`config.mk`:
```
export PLATFORM = sky130hd
export DESIGN_NAME = clk_div_cfg_ctrl
export DESIGN_NICKNAME = d
export VERILOG_FILES = /design/src/rtl/clk_div_cfg_ctrl.sv
export SDC_FILE = /design/constraint.sdc
export NUM_CORES = 1
export LEC_CHECK = 0
export CAP_MARGIN = 20
export CORE_AREA = 2 2 51 53
export CTS_BUF_LIST = sky130_fd_sc_hd__clkbuf_2 sky130_fd_sc_hd__clkbuf_4 sky130_fd_sc_hd__clkbuf_8
export CTS_CLUSTER_DIAMETER = 50
export DETAILED_ROUTE_END_ITERATION = 16
export DIE_AREA = 0 0 53 55
export PLACE_DENSITY = 0.78
export SYNTH_ARGS = -nofsm -noshare
export SYNTH_HDL_FRONTEND = slang
export SYNTH_SLANG_ARGS = --single-unit
```
`constraint.sdc`:
```
create_clock -name I_ref_clk -period 2.6 [get_ports I_ref_clk]
set_input_delay 0.26 -clock I_ref_clk [delete_from_list [all_inputs] [get_ports I_ref_clk]]
set_output_delay 0.26 -clock I_ref_clk [all_outputs]
set_load 0.02 [all_outputs]
```
`src/rtl/clk_div_cfg_ctrl.sv`:
```
// Configuration sequencer for the UART clock divider: holds the divider disabled
// long enough to drain a partial period before loading a new ratio, then re-enables it.
module clk_div_cfg_ctrl #(
  parameter int         QUIESCE_CYC = 16,
  parameter int         SETTLE_CYC  = 4,
  parameter int         CNT_W       = 5,
  parameter logic [3:0] RESET_RATIO = 4'd1
) (
  input  logic       I_ref_clk,
  input  logic       I_rst_n,
  input  logic       I_req,
  input  logic       I_mode,
  input  logic [3:0] I_ratio,
  input  logic [5:0] I_prescale,
  output logic       O_ack,
  output logic       O_done,
  output logic       O_err,
  output logic       O_busy,
  output logic       O_clk_en,
  output logic [3:0] O_div_ratio
);

  typedef enum logic [1:0] {
    ST_IDLE,
    ST_DRAIN,
    ST_SETTLE
  } state_t;

  localparam logic [CNT_W-1:0] QUIESCE_LAST = CNT_W'(QUIESCE_CYC - 1);
  localparam logic [CNT_W-1:0] SETTLE_LAST  = CNT_W'(SETTLE_CYC - 1);

  state_t           state_q, state_d;
  logic [CNT_W-1:0] cnt_q, cnt_d;
  logic [3:0]       target_q, target_d;
  logic [3:0]       ratio_d;
  logic             clk_en_d, busy_d, ack_d, done_d, err_d;

  logic             req_legal;
  logic [3:0]       req_target;

  // Prescale mode maps the UART oversampling factor onto the divider ratio.
  always_comb begin
    req_legal  = 1'b1;
    req_target = I_ratio;
    if (I_mode) begin
      unique case (I_prescale)
        6'd32:   req_target = 4'd1;
        6'd16:   req_target = 4'd2;
        6'd8:    req_target = 4'd4;
        default: begin
          req_legal  = 1'b0;
          req_target = 4'd0;
        end
      endcase
    end
  end

  // NOTE: every signal driven here gets a default first, so no path can infer a latch.
  always_comb begin
    state_d  = state_q;
    cnt_d    = cnt_q;
    target_d = target_q;
    ratio_d  = O_div_ratio;
    clk_en_d = O_clk_en;
    busy_d   = O_busy;
    ack_d    = 1'b0;
    done_d   = 1'b0;
    err_d    = 1'b0;

    unique case (state_q)
      ST_IDLE: begin
        if (I_req) begin
          if (!req_legal) begin
            err_d = 1'b1;
          end else if (req_target == O_div_ratio) begin
            ack_d  = 1'b1;
            done_d = 1'b1;
          end else begin
            target_d = req_target;
            ack_d    = 1'b1;
            clk_en_d = 1'b0;
            busy_d   = 1'b1;
            cnt_d    = '0;
            state_d  = ST_DRAIN;
          end
        end
      end

      ST_DRAIN: begin
        if (cnt_q == QUIESCE_LAST) begin
          ratio_d = target_q;
          cnt_d   = '0;
          state_d = ST_SETTLE;
        end else begin
          cnt_d = cnt_q + 1'b1;
        end
      end

      ST_SETTLE: begin
        if (cnt_q == SETTLE_LAST) begin
          clk_en_d = 1'b1;
          busy_d   = 1'b0;
          done_d   = 1'b1;
          cnt_d    = '0;
          state_d  = ST_IDLE;
        end else begin
          cnt_d = cnt_q + 1'b1;
        end
      end

      default: state_d = ST_IDLE;
    endcase
  end

  // NOTE: sequential state uses non-blocking assignments; reset is sampled on the clock
  // edge, so an aborted sequence simply returns to IDLE with no done pulse.
  always_ff @(posedge I_ref_clk) begin
    if (!I_rst_n) begin
      state_q     <= ST_IDLE;
      cnt_q       <= '0;
      target_q    <= RESET_RATIO;
      O_div_ratio <= RESET_RATIO;
      O_clk_en    <= 1'b1;
      O_busy      <= 1'b0;
      O_ack       <= 1'b0;
      O_done      <= 1'b0;
      O_err       <= 1'b0;
    end else begin
      state_q     <= state_d;
      cnt_q       <= cnt_d;
      target_q    <= target_d;
      O_div_ratio <= ratio_d;
      O_clk_en    <= clk_en_d;
      O_busy      <= busy_d;
      O_ack       <= ack_d;
      O_done      <= done_d;
      O_err       <= err_d;
    end
  end

endmodule

```
==> flow_summary.ini <==
[logic_synthesis]
ys_top_cells_by_count = nand2_1, dfxtp_1, a21oi_1, nand3_1, inv_1
yosysMostFrequentCell = nand2_1
ys_seq_area_share_pct = 34.0
synth_cell_types = 43
ys_seq_elements = 20
synth_cells = 137
yosys.area.top_type_share_pct = 34.0
synthArstFlopShare_pct = 0
yosys-top-cells-area = dfxtp_1, nand2_1, ha_1
syn_avg_cell_area_sq_um = 8.59
synth_edf_count = 0
ys.flop_type = dfxtp_1
synth.largest_area_cell = dfxtp_1
synthesis.area_sq_um = 1180
yosysWarnings = 0
syn_nets = 157

[layout]
finalNetCount = 184
final_cell_area_sq_um = 1480
layout-drive-gt1-share_pct = 9.82
area_delta_synth_final_pct = 25.8
num_antenna_cells = 0

[cts]
cts_made_buffers = 3
cts_root_buf = clkbuf_4
cts_hold_buffers = 0
cts_buffer_depth = 2
clk_pin_slew_ps = 110
clkLatencyLatePin_ps = 300
cts_tree = done
postCtsSetupBuffers = 0
cts_num_sinks = 20
htree_levels = 1
post_cts_resized = 0

[route]
first_pass_iters = 4
drtIter0Drc = 12
drc_errors = 0
via_per_inst = 5.66
wl_per_cell_um = 13.8
ant_nets = 0
totalWireLength_um = 2660
vias = 1092

[global_routing]
grt_pass1_vias = 1063
grtUsageTotal_pct = 21.2
grt_pass1_wl_um = 4420
grt.overflow.total = 0
grt_max_degree = 15
antenna_found_initial = 0

[die]
die_w_um = 53
rows = 18
die_area_sq_um = 2920
boundaryPins = 23
coreArea_sq_um = 2360
start_util_pct = 49.8
die_height_um = 55

[critical_path]
r2r_setup_slack_ps = 550
worstPathArrival_ps = 2450
cp.required_ps = 2810
worstSetupPathType = input port to flip-flop
cp-end-kind = flip-flop
startpoint_type = input port
worstPathCellList = clkdlybuf4s50_1 > or3b_1 > or3_4 > a31oi_4 > o311ai_2 > and2_1 > o41ai_2
cp_slowest_stage_delay_ps = 510
crit_path_max_fanout = 5
cp_slowest_cell = clkdlybuf4s50_1

[timing]
slew_violations = 0
fmax_mhz = 447
hold_viol = 0
fin_skew_ps = 6.21
max-slew-margin-rel_pct = 67.8
period_share_pct = 86.0
finalCriticalPeriod_ps = 2240
tightestPinTransition_ps = 479
rsz0062_at_grt = no
tns_ps = 0
finalSetupViolations = 0

[run]
drv_cap = 0

[run_status]
status = finished clean

[power_and_ir_drop]
peakVddDrop_mv = 0.348
p_leak_nw = 0.548
powerDensity_nw_per_um2 = 444

[place]
io_buffer_count = 22
globalplace.congestion = 0.856
post_dp_cell_area_sq_um = 1450
hpwl_um = 2150

[hold_path]
hold_path.class = flip-flop to flip-flop
layer usage:
layer,share of wire [%],wire [um],GRT usage (%)
met1,44,1170,24.7
met3,4.0,105,3.49
met4,3.4,91,11.1
met2,49,1290,37.7
met5,0,0,0
cell usage in the layout (no fill, tap or decap), types with 2 or more instances in the layout:
cell and instances:
dfxtp_1 20, xnor2_1 2, or3_1 3, buf_4 3, o21ai_0 3, o211ai_1 2
nor2b_1 3, ha_1 6, a21oi_1 12, nand2_1 23, inv_1 7, and4bb_1 2
xor2_1 3, nor2_1 4, nor3_1 4, nand2b_1 2, or3b_1 2, clkdlybuf4s50_1 22
clkbuf_4 3, mux2i_1 3, nand3_1 9, and2_1 2
cell type report:
| type | count | area (sq um) |
|---|---|---|
| clock buffers | 4 | 36.3 |
| fillers | 224 | 883 |
| inverters | 8 | 30.0 |
| multi-input cells | 106 | 734 |
| flip-flops and latches | 20 | 400 |
| well taps | 30 | 37.5 |
| repair buffers | 25 | 243 |
worst max-delay path, delay by kind of cell:
| kind | cells | cell delay [ps] |
|---|---|---|
| compound gates | 3 | 690 |
| buf+inv | 1 | 510 |
| simple gates | 3 | 980 |
final timing paths:
kind / start / end / cells after the start
setup / recovery: I_prescale[3] / cnt_q[2] / 7
hold / removal: target_q[3] / target_q[3] / 2
setup reg to reg: cnt_q[0] / cnt_q[3] / 8
hold reg to reg: target_q[3] / target_q[3] / 2
logic make-up (layout without fill, tap and decap cells):
logic type	count (synthesis)	count (layout)	share of synthesized area (%)
flops	20	20	34.0
simple gates	59	59	26.4
xor+xnor	5	5	3.72
buf+inv	11	37	3.61
compound gates	32	32	22.4
fa+ha+maj	6	6	6.38
mux	4	4	3.51
sequential cells by signal, indices dropped and copies added (netlist names):
register     cells
O_done           1
O_err            1
target_q         4
cnt_q            5
state_q          2
O_clk_en         1
O_div_ratio      4
O_busy           1
O_ack            1
power breakdown:
group | switching, W | total, W | leakage [nW] | internal [W]
sequential | 0.00000744 | 0.000326 | 0.163 | 0.000318
combinational | 0.0000806 | 0.000149 | 0.365 | 0.0000680
clock | 0.0000971 | 0.000183 | 0.0210 | 0.0000855
metrics by stage:
step | setup WS, ps | util, % | cells | power (W) | hold slack (ps)
after floorplan | 624 | - | 137 | 0.000422 | 401
after global placement | 124 | 61.1 | 189 | 0.000475 | 450
after detailed placement | 50.6 | 61.1 | 189 | 0.000479 | 452
after CTS | 369 | 62.6 | 193 | 0.000660 | 469
after global routing | 244 | 62.6 | 193 | 0.000692 | 506
final | 365 | 62.6 | 193 | 0.000657 | 472
Note: power is estimated with default switching activity, not from simulation.
